[config.mk]
export PLATFORM = sky130hd
export DESIGN_NAME = bus_arbiter
export DESIGN_NICKNAME = d
export VERILOG_FILES = /design/src/rtl/bus_pkg.sv /design/src/rtl/bus_arbiter_rr_priority_encoder.sv /design/src/rtl/bus_arbiter.sv
export SDC_FILE = /design/constraint.sdc
export NUM_CORES = 1
export LEC_CHECK = 0
export CORE_AREA = 4 4 57 110
export CTS_CLUSTER_SIZE = 30
export DETAILED_ROUTE_END_ITERATION = 16
export DIE_AREA = 0 0 61 114
export GPL_TIMING_DRIVEN = 1
export PLACE_DENSITY_LB_ADDON = 0.15
export SLEW_MARGIN = 0
export SYNTH_ARGS = -nofsm -noshare
export SYNTH_HDL_FRONTEND = slang
export SYNTH_SLANG_ARGS = --single-unit
[constraint.sdc]
create_clock -name CLK -period 3.97 [get_ports CLK]
set_input_delay 0.794 -clock CLK [delete_from_list [all_inputs] [get_ports CLK]]
set_output_delay 0.794 -clock CLK [all_outputs]
set_load 0.05 [all_outputs]
[src/rtl/bus_pkg.sv]
// Shared types and the round-robin pick used by the bus arbiter.
package bus_pkg;
  localparam int NREQ = 8;
  localparam int SELW = 3;

  typedef enum logic {
    IDLE = 1'b0,
    BUSY = 1'b1
  } state_t;

  typedef struct packed {
    logic            found;
    logic [SELW-1:0] idx;
  } pick_t;

  // First set bit strictly after ptr, wrapping; ptr itself is checked last.
  function automatic pick_t rr_pick(input logic [NREQ-1:0] req, input logic [SELW-1:0] ptr);
    pick_t           r;
    logic [SELW-1:0] cand;
    r = '0;
    for (int i = 1; i <= NREQ; i++) begin
      cand = ptr + SELW'(i);
      if (!r.found && req[cand]) begin
        r.found = 1'b1;
        r.idx   = cand;
      end
    end
    return r;
  endfunction
endpackage

[src/rtl/bus_arbiter_rr_priority_encoder.sv]
// Combinational round-robin priority encoder wrapping bus_pkg::rr_pick.
module rr_priority_encoder
  import bus_pkg::*;
(
  input  logic [NREQ-1:0] req,
  input  logic [SELW-1:0] ptr,
  output logic [SELW-1:0] idx,
  output logic            valid
);
  pick_t pick;

  assign pick  = rr_pick(req, ptr);
  assign idx   = pick.idx;
  assign valid = pick.found;
endmodule

[src/rtl/bus_arbiter.sv]
// Round-robin arbiter for the 8-input bus multiplexer with a per-tenure burst cap.
module bus_arbiter
  import bus_pkg::*;
#(
  parameter int MAXBURST = 16,
  parameter int CNTW     = 8
) (
  input  logic            CLK,
  input  logic            RST_N,
  input  logic            EN,
  input  logic [NREQ-1:0] REQ,
  output logic [NREQ-1:0] GNT,
  output logic [SELW-1:0] SEL,
  output logic            BUS_VALID,
  output logic            PREEMPT
);
  // The counter holds cycles-granted minus one, so MAXBURST = 256 still fits in 8 bits.
  localparam logic [CNTW-1:0] CNT_LAST = CNTW'(MAXBURST - 1);

  state_t          state_q, state_d;
  logic [NREQ-1:0] gnt_q, gnt_d;
  logic [SELW-1:0] sel_q, sel_d;
  logic            valid_q, valid_d;
  logic            preempt_q, preempt_d;
  logic [SELW-1:0] ptr_q, ptr_d;
  logic [CNTW-1:0] cnt_q, cnt_d;

  logic [SELW-1:0] pick_idx;
  logic            pick_valid;

  rr_priority_encoder u_enc (
    .req   (REQ),
    .ptr   (ptr_q),
    .idx   (pick_idx),
    .valid (pick_valid)
  );

  always_comb begin
    state_d   = state_q;
    gnt_d     = gnt_q;
    sel_d     = sel_q;
    valid_d   = valid_q;
    preempt_d = 1'b0;
    ptr_d     = ptr_q;
    cnt_d     = cnt_q;
    case (state_q)
      IDLE: begin
        if (EN && pick_valid) begin
          state_d = BUSY;
          gnt_d   = NREQ'(1) << pick_idx;
          sel_d   = pick_idx;
          valid_d = 1'b1;
          cnt_d   = '0;
        end else begin
          gnt_d   = '0;
          valid_d = 1'b0;
        end
      end
      BUSY: begin
        // Release wins over preempt when the owner drops on its last cycle.
        if (!REQ[sel_q]) begin
          state_d = IDLE;
          gnt_d   = '0;
          valid_d = 1'b0;
          ptr_d   = sel_q;
        end else if (cnt_q == CNT_LAST) begin
          state_d   = IDLE;
          gnt_d     = '0;
          valid_d   = 1'b0;
          preempt_d = 1'b1;
          ptr_d     = sel_q;
        end else begin
          cnt_d = cnt_q + CNTW'(1);
        end
      end
      default: begin
        state_d = IDLE;
        gnt_d   = '0;
        valid_d = 1'b0;
      end
    endcase
  end

  always_ff @(posedge CLK or negedge RST_N) begin
    if (!RST_N) begin
      state_q   <= IDLE;
      gnt_q     <= '0;
      sel_q     <= '0;
      valid_q   <= 1'b0;
      preempt_q <= 1'b0;
      ptr_q     <= SELW'(NREQ - 1);
      cnt_q     <= '0;
    end else begin
      state_q   <= state_d;
      gnt_q     <= gnt_d;
      sel_q     <= sel_d;
      valid_q   <= valid_d;
      preempt_q <= preempt_d;
      ptr_q     <= ptr_d;
      cnt_q     <= cnt_d;
    end
  end

  assign GNT       = gnt_q;
  assign SEL       = sel_q;
  assign BUS_VALID = valid_q;
  assign PREEMPT   = preempt_q;
endmodule

== After elaboration in Yosys (flattened, before gate mapping) ==
Index checks and enable logic that the tools add are counted.

* Word-level logic and storage cells: 96
* Output and inout bits: 13
* Flip-flop bits (word level): 25

* Magnitude comparators: 9
* Bitwise gates (word level): 1
* Equality and inequality tests: 6
* Shift operators: 1
* Reductions and logical operators: 18
* Add/sub/neg operators: 8
* Multiplexer cells: 46

{| class="wikitable"
|+ Operators by type and width
! kind !! count
|-
| $mux 8 || 6
|-
| $lt 3x4->1 const B || 9
|-
| $mux 4 || 8
|-
| $pmux 8 s2 || 2
|-
| $bmux 1 s3 || 9
|-
| $mux 1 || 17
|-
| $add 3x3->3 const B || 4
|-
| $add 8x1->8 const B || 1
|-
| $eq 8x4->1 const B || 1
|-
| $logic_and 1x1->1 || 8
|-
| $shl 1x3->8 const A || 1
|-
| $logic_not 1->1 || 7
|-
| $add 3x2->3 const B || 2
|-
| $mux 3 || 2
|-
| $ne 2x1->1 const B || 2
|-
| $ne 2x2->1 const B || 2
|-
| $pmux 1 s2 || 2
|-
| $reduce_and 2->1 || 2
|-
| $add 3x1->3 const B || 1
|-
| $ne 3x2->1 const B || 1
|-
| $reduce_and 3->1 || 1
|-
| $not 1->1 || 1
|}

== Depth between registers and ports, before layout ==
Gate-level depths: netlist (run 1).

* Depth after elaboration: 28
* Mapped depth: 12
* Gate-level depth less buffers: 10

== Hierarchy ==
Synthesis (run 1) repeated with hierarchy kept, for this count alone.

* Cell total of the unflattened synthesis: 213
* Area total of the unflattened synthesis: 2168.3 sq um

{| class="wikitable"
|+ By module, submodules not included
! module !! cells an instance !! times used !! sequential area each (sq um) !! area an instance (sq um)
|-
| bus_arbiter || 107 || 1 || 629.4 || 1193.6
|-
| rr_priority_encoder || 106 || 1 || 0.0 || 974.7
|}

== Least setup slack after synthesis (run 1) ==
No wires, ideal clock.

* Path kind: reg2reg
* Start: register ptr_q[0]
* End: register gnt_q[0], in the netlist GNT[0]
* Period minus slack after synthesis: 3293 ps
* Path slack: 677 ps
* Library setup time: 121 ps
* Cell stages (with the launch flop): 13
* Data arrival time: 3172 ps
* Data required time: 3849 ps
* Cells stage by stage: dfstp_2 > buf_2 > inv_2 > ha_1 > buf_4 > mux4_2 > mux2i_4 > nand4b_4 > nor3_2 > nand3b_1 > nor4b_2 > or2_1 > a22o_1

* Cells in the longest elaborated chain, start to end: 28
* Elaborated cells between the ends (all ways): 49
* Classes of those cells: add/sub (7); shift (1); mux (26); reduce/logical (15)

{| class="wikitable"
|+ RTL lines
! item !! line !! RTL
|-
| start, declared || bus_arbiter.sv:25 || <nowiki>logic [SELW-1:0] ptr_q, ptr_d;</nowiki>
|-
| start signal, assigned || bus_arbiter.sv:91 || <nowiki>ptr_q <= SELW'(NREQ - 1);</nowiki>
|-
| start signal, assigned || bus_arbiter.sv:99 || <nowiki>ptr_q <= ptr_d;</nowiki>
|-
| $add 3x1->3 || bus_pkg.sv:22 || <nowiki>cand = ptr + SELW'(i);</nowiki>
|-
| $bmux 1 s3 || bus_pkg.sv:23 || <nowiki>if (!r.found && req[cand]) begin</nowiki>
|-
| $mux 1 (implied by the code) || bus_pkg.sv:23 ||
|-
| $mux 4 || bus_pkg.sv:23 ||
|-
| $logic_not 1->1 || bus_pkg.sv:23 ||
|-
| $logic_and 1x1->1 || bus_pkg.sv:23 ||
|-
| $mux 4 || bus_pkg.sv:23 ||
|-
| $logic_not 1->1 || bus_pkg.sv:23 ||
|-
| [12 not listed] || - ||
|-
| $logic_and 1x1->1 || bus_pkg.sv:23 ||
|-
| $mux 4 || bus_pkg.sv:23 ||
|-
| $logic_not 1->1 || bus_pkg.sv:23 ||
|-
| $logic_and 1x1->1 || bus_pkg.sv:23 ||
|-
| $mux 4 * || bus_pkg.sv:23 ||
|-
| $shl 1x3->8 or $logic_and 1x1->1 (tied branches) || bus_arbiter.sv:50, bus_arbiter.sv:48 ||
|-
| $mux 8 * || bus_arbiter.sv:48 || <nowiki>if (EN && pick_valid) begin</nowiki>
|-
| $pmux 8 s2 * || bus_arbiter.sv:46 || <nowiki>case (state_q)</nowiki>
|-
| end signal, assigned || bus_arbiter.sv:95 || <nowiki>gnt_q <= gnt_d;</nowiki>
|-
| end, declared || bus_arbiter.sv:21 || <nowiki>logic [NREQ-1:0] gnt_q, gnt_d;</nowiki>
|}

Every way passes the cells marked *; elsewhere a longest branch is shown, timed or not. The select of a mux whose other input is x is not followed.
A chain may end at the register's enable or synchronous reset.

== Worst setup path after layout (run 1) ==
* Start: register ptr_q[0]
* End: register gnt_q[2], in the netlist GNT[2]

The elaborated chain is that of the path after synthesis.

==> results.sh, run 1 <==
export IMPL_period_minus_slack_ps=3530
export IMPL_busiest_layer="met2"
export IMPL_grt_pass1_vias=1748
export IMPL_fp_dieH_um=114
export IMPL_cts_tree="yes"
export IMPL_timing_rr_end="GNT[2]"
export IMPL_synthTopCellsByArea="dfrtp_1 26%, mux4_2 14%, mux2i_1 7.6%"
export IMPL_worstSetupPathType="reg2reg"
export IMPL_dieArea_um2=6950
export IMPL_async_reset_ff_frac=1.00
export IMPL_hpwl_um=4060
export IMPL_setup_viol=0
export IMPL_final_common_cell="clkdlybuf4s50_1"
export IMPL_outcome="finished clean"
export IMPL_rr_startpoint="ptr_q[0]"
export IMPL_path_max_fanout=10
export IMPL_layout_drive_gt1_share=0.212
export IMPL_hold_depth=2
export IMPL_worstHoldPathType="reg2reg"
export IMPL_synth_seq_area_share=0.297
export IMPL_viasPerCell=5.83
export IMPL_cp_end_kind="flop"
export IMPL_synth_area_leader_cell="dfrtp_1"
export IMPL_use_met2=0.285
export IMPL_detail_route_antenna_nets=0
export IMPL_grt_total_usage=0.161
export IMPL_clock_skew_ps=5.66
export IMPL_nets=237
export IMPL_clock_sinks=25
export IMPL_worst_r2r_setup_slack_ps=440
export IMPL_postCtsSetupRepairBufs=0
export IMPL_grt_use_met1=0.179
export IMPL_cp_arrival_ps=3740
export IMPL_avgSynthCellArea_um2=10.7
export IMPL_wl_um=5110
export IMPL_cts_buffers=3
export IMPL_required_ps=4180
export IMPL_seq_area_um2=629
export IMPL_start_kind="flop"
export IMPL_dpl_cell_count=278
export IMPL_ys_flop_type="dfrtp_1"
export IMPL_fmax_ghz=0.283
export IMPL_fin_tns_setup_ps=0
export IMPL_ctsRootBufferMaster="clkbuf_8"
export IMPL_min_to="GNT[6]"
export IMPL_drtIter0Drc=76
export IMPL_io_buffers=23
export IMPL_synth_net_count=213
export IMPL_dpl_cell_area_um2=2410
export IMPL_wl_per_cell_um=18.1
export IMPL_clk_latency_ps=260
export IMPL_chipWidth_um=61
export IMPL_synth_top_area_frac=0.260
export IMPL_grtUsageMet3=0.0125
export IMPL_synth_cells=199
export IMPL_hold_buffers=0
export IMPL_yosys_warnings=0
export IMPL_fin_area_um2=2450
export IMPL_cts_clk_slew_worst_paths_ps=80
export IMPL_io_pins=24
export IMPL_final_cell_mix="23 x clkdlybuf4s50_1, 22 x dfrtp_1, 17 x nand2_1, 16 x mux2i_1"
export IMPL_grt_pass1_wl_um=8600
export IMPL_clock_path_buffers=2
export IMPL_fin_cells=282
export IMPL_slew_violations=0
export IMPL_hold_viol=0
export IMPL_rsz0062_at_grt="no"
export IMPL_grt_max_degree=26
export IMPL_start_util=0.391
export IMPL_grt_overflow_total=0
export IMPL_firstDrtPassIters=4
export IMPL_synth_area_um2=2120
export IMPL_min_from="GNT[6]"
export IMPL_core_area_um2=5420
export IMPL_num_rows=38
export IMPL_diodes=0
export IMPL_synth_edff_count=0
export IMPL_worstMarginPinSlew_ps=1100
export IMPL_synth_seq_cells=25
export IMPL_gp_congestion=0.850
export IMPL_r2r_cells=10
export IMPL_fillCellCount=561
export IMPL_max_cap_violations=0
export IMPL_cts_resized_gates=0
export IMPL_min_period_over_period=0.889
export IMPL_antenna_found_initial=0
export IMPL_multi_input_area_um2=1400
export IMPL_synth_cell_types=58
export IMPL_slew_headroom=0.264
export IMPL_area_growth_pct=15.8
export IMPL_num_vias=1643
export IMPL_drc=0
export IMPL_cts_max_level=1
==> kinds of logic (layout without fill, tap and decap cells) <==
kind of cell | after synthesis | after routing | synth area share
AOI/OAI and AO/OA | 42 | 42 | 0.149
muxes | 41 | 41 | 0.283
and+or+nand+nor | 61 | 61 | 0.169
adders and majority gates | 3 | 3 | 0.0177
xor gates and xnor gates | 8 | 8 | 0.0401
DFF | 25 | 25 | 0.297
buffers and inverters | 19 | 42 | 0.0448
==> synthesized netlist by cell type, types with 2 or more instances <==
master	number
mux4_2	13
mux2_2	7
nand2_1	17
inv_1	8
and3_1	3
mux2i_1	16
nor2b_1	3
a22o_1	4
dfstp_2	3
xnor2_1	2
buf_4	3
clkbuf_1	2
o21ai_1	5
o211ai_1	2
nand2b_1	5
and2_1	3
a21oi_1	10
o21ai_0	5
ha_1	3
nor3_1	3
nand4_1	2
dfrtp_1	22
buf_2	4
a21o_1	2
nor2_1	13
xor2_1	4
mux2_1	4
==> layer usage <==
| layer | wire length (µm) | vias up |
|---|---|---|
| met4 | 287 | 0 |
| li1 | - | 793 |
| met3 | 120 | 16 |
| met1 | 1880 | 803 |
| met2 | 2820 | 31 |
| met5 | 0 | - |
==> flip-flops by register name (all words and copies together), names as in the netlist <==
| register | cells |
|---|---|
| BUS_VALID | 1 |
| GNT | 8 |
| PREEMPT | 1 |
| SEL | 3 |
| cnt_q | 8 |
| ptr_q | 3 |
| state_q | 1 |
==> area by class of cell <==
type                       instances  share of cell area
clock buffer                       4              0.0183
sequential                        25               0.256
multi-input combinational        155               0.569
inverter                           9              0.0138
tap                               60              0.0306
timing repair buffer              29               0.112
==> how the worst max path moves through the flow <==
stage	from	end	slack [ps]	depth (start not counted)
after floorplan	ptr_q[0]	GNT[0]	680	12
after global placement	REQ[5]	GNT[0]	250	9
after detailed placement	REQ[4]	SEL[1]	180	9
after CTS	ptr_q[0]	GNT[2]	380	10
after global routing	ptr_q[0]	GNT[2]	140	10
final	ptr_q[0]	GNT[2]	440	10
==> critical path, stage by stage (launching register included) <==
cell      delay (ps)
dfstp_2          540
inv_2             90
ha_1             590
mux2i_1          250
mux4_2           590
nand4b_4         150
inv_1             90
o41ai_1          600
nand3_1          220
nor2_1           200
a22o_1           160
==> stage by stage <==
step	util	worst slack (ps)	hold WS (ps)
after floorplan	-	677	498
after global placement	0.445	253	464
after detailed placement	0.445	182	474
after CTS	0.453	385	497
after global routing	0.453	139	524
final	0.453	440	493
Power of run 1 is not shown: default switching activity piles up to over one toggle a cycle in this logic, so the estimate is an artifact.
==> run 2, diff against run 1 <==
clock period = 4.1 ns   (was 3.97 ns; I/O delays follow)
==> results.sh, run 2 (synthesized netlist as in run 1, its figures left out) <==
export IMPL_grt_max_degree=26
export IMPL_viasPerCell=5.92
export IMPL_critPathBufInv=1
export IMPL_crit_family="simple AND/OR/NAND/NOR gates"
export IMPL_core_area_um2=5420
export IMPL_grt_pass1_wl_um=8660
export IMPL_final_cell_mix="23 x clkdlybuf4s50_1, 22 x dfrtp_1, 17 x nand2_1, 16 x mux2i_1"
export IMPL_area_growth_pct=15.8
export IMPL_worstMarginPinSlew_ps=1100
export IMPL_max_cap_violations=0
export IMPL_hold_depth=1
export IMPL_grt_overflow_total=0
export IMPL_cpPeakStageDelay_ps=610
export IMPL_slew_headroom=0.263
export IMPL_crit_slowest_cell="ha_1"
export IMPL_start_kind="flop"
export IMPL_clock_skew_ps=1.66
export IMPL_hold_viol=0
export IMPL_cts_buffers=3
export IMPL_min_from="BUS_VALID"
export IMPL_final_common_cell="clkdlybuf4s50_1"
export IMPL_timing_rr_end="GNT[3]"
export IMPL_dieArea_um2=6950
export IMPL_final_core_util=0.453
export IMPL_drc=0
export IMPL_fin_tns_setup_ps=0
export IMPL_outcome="finished clean"
export IMPL_clock_sinks=25
export IMPL_clk_latency_ps=260
export IMPL_required_ps=4300
export IMPL_num_rows=38
export IMPL_rsz0062_at_grt="no"
export IMPL_fmax_ghz=0.275
export IMPL_cp_arrival_ps=3840
export IMPL_nets=237
export IMPL_antenna_found_initial=0
export IMPL_num_vias=1670
export IMPL_min_to="BUS_VALID"
export IMPL_cts_max_level=1
export IMPL_io_pins=24
export IMPL_diodes=0
export IMPL_cts_tree="yes"
export IMPL_cts_resized_gates=0
export IMPL_worstHoldPathType="reg2reg"
export IMPL_io_buffers=23
export IMPL_setup_viol=0
export IMPL_rr_startpoint="ptr_q[1]"
export IMPL_ctsRootBufferMaster="clkbuf_8"
export IMPL_postCtsSetupRepairBufs=0
export IMPL_worst_r2r_setup_slack_ps=470
export IMPL_grt_pass1_vias=1691
export IMPL_detail_route_antenna_nets=0
export IMPL_fillCellCount=543
export IMPL_wl_per_cell_um=19.3
export IMPL_cp_end_kind="flop"
export IMPL_min_period_over_period=0.886
export IMPL_cts_clk_slew_worst_paths_ps=80
export IMPL_fp_dieH_um=114
export IMPL_path_cells="inv_1 > ha_1 > mux2i_1 > nor3b_1 > a211oi_2 > nor4_4 > and4b_4 > a31oi_4 > and4_1 > a22o_1"
export IMPL_drtIter0Drc=100
export IMPL_slew_violations=0
export IMPL_crit_cells=10
export IMPL_hpwl_um=4280
export IMPL_clock_path_buffers=2
export IMPL_worstSetupPathType="reg2reg"
export IMPL_path_max_fanout=10
export IMPL_chipWidth_um=61
export IMPL_fin_area_um2=2450
export IMPL_firstDrtPassIters=4
export IMPL_wl_um=5430
export IMPL_grt_total_usage=0.166
export IMPL_r2r_cells=10
export IMPL_period_minus_slack_ps=3630
export IMPL_gp_congestion=0.866
export IMPL_layout_drive_gt1_share=0.212
export IMPL_dpl_cell_area_um2=2410
export IMPL_start_util=0.391
export IMPL_hold_buffers=0
run 2: worst max path at each step:
stage | from | to
2_1_floorplan | ptr_q[0] | GNT[0]
3_3_place_gp | REQ[0] | GNT[5]
3_5_place_dp | REQ[0] | GNT[5]
4_1_cts | ptr_q[1] | GNT[1]
5_1_grt | ptr_q[1] | SEL[1]
6_report | ptr_q[1] | GNT[3]
run 2: stage by stage:
| stage | instances | worst slack [ps] | hold slack [ps] |
|---|---|---|---|
| after floorplan | 199 | 807 | 511 |
| after global placement | 278 | 329 | 469 |
| after detailed placement | 278 | 343 | 471 |
| after CTS | 282 | 432 | 493 |
| after global routing | 282 | 262 | 524 |
| final | 282 | 467 | 489 |
run 2: layout make-up:
type,instances,area [µm²],share of cell area
timing repair buffer,29,275,0.112
multi-input combinational,155,1400,0.569
sequential,25,629,0.256
tap,60,75.1,0.0306
clock buffer,4,45.0,0.0183
inverter,9,33.8,0.0138
run 2: metal layers:
metal | wire (µm) | up-vias | track usage
li1 | - | 792 | -
met5 | 0 | - | 0
met1 | 2000 | 836 | 0.184
met3 | 122 | 13 | 0.0147
met4 | 223 | 0 | 0.0825
met2 | 3090 | 29 | 0.298
Power of run 2 is left out for the same reason.
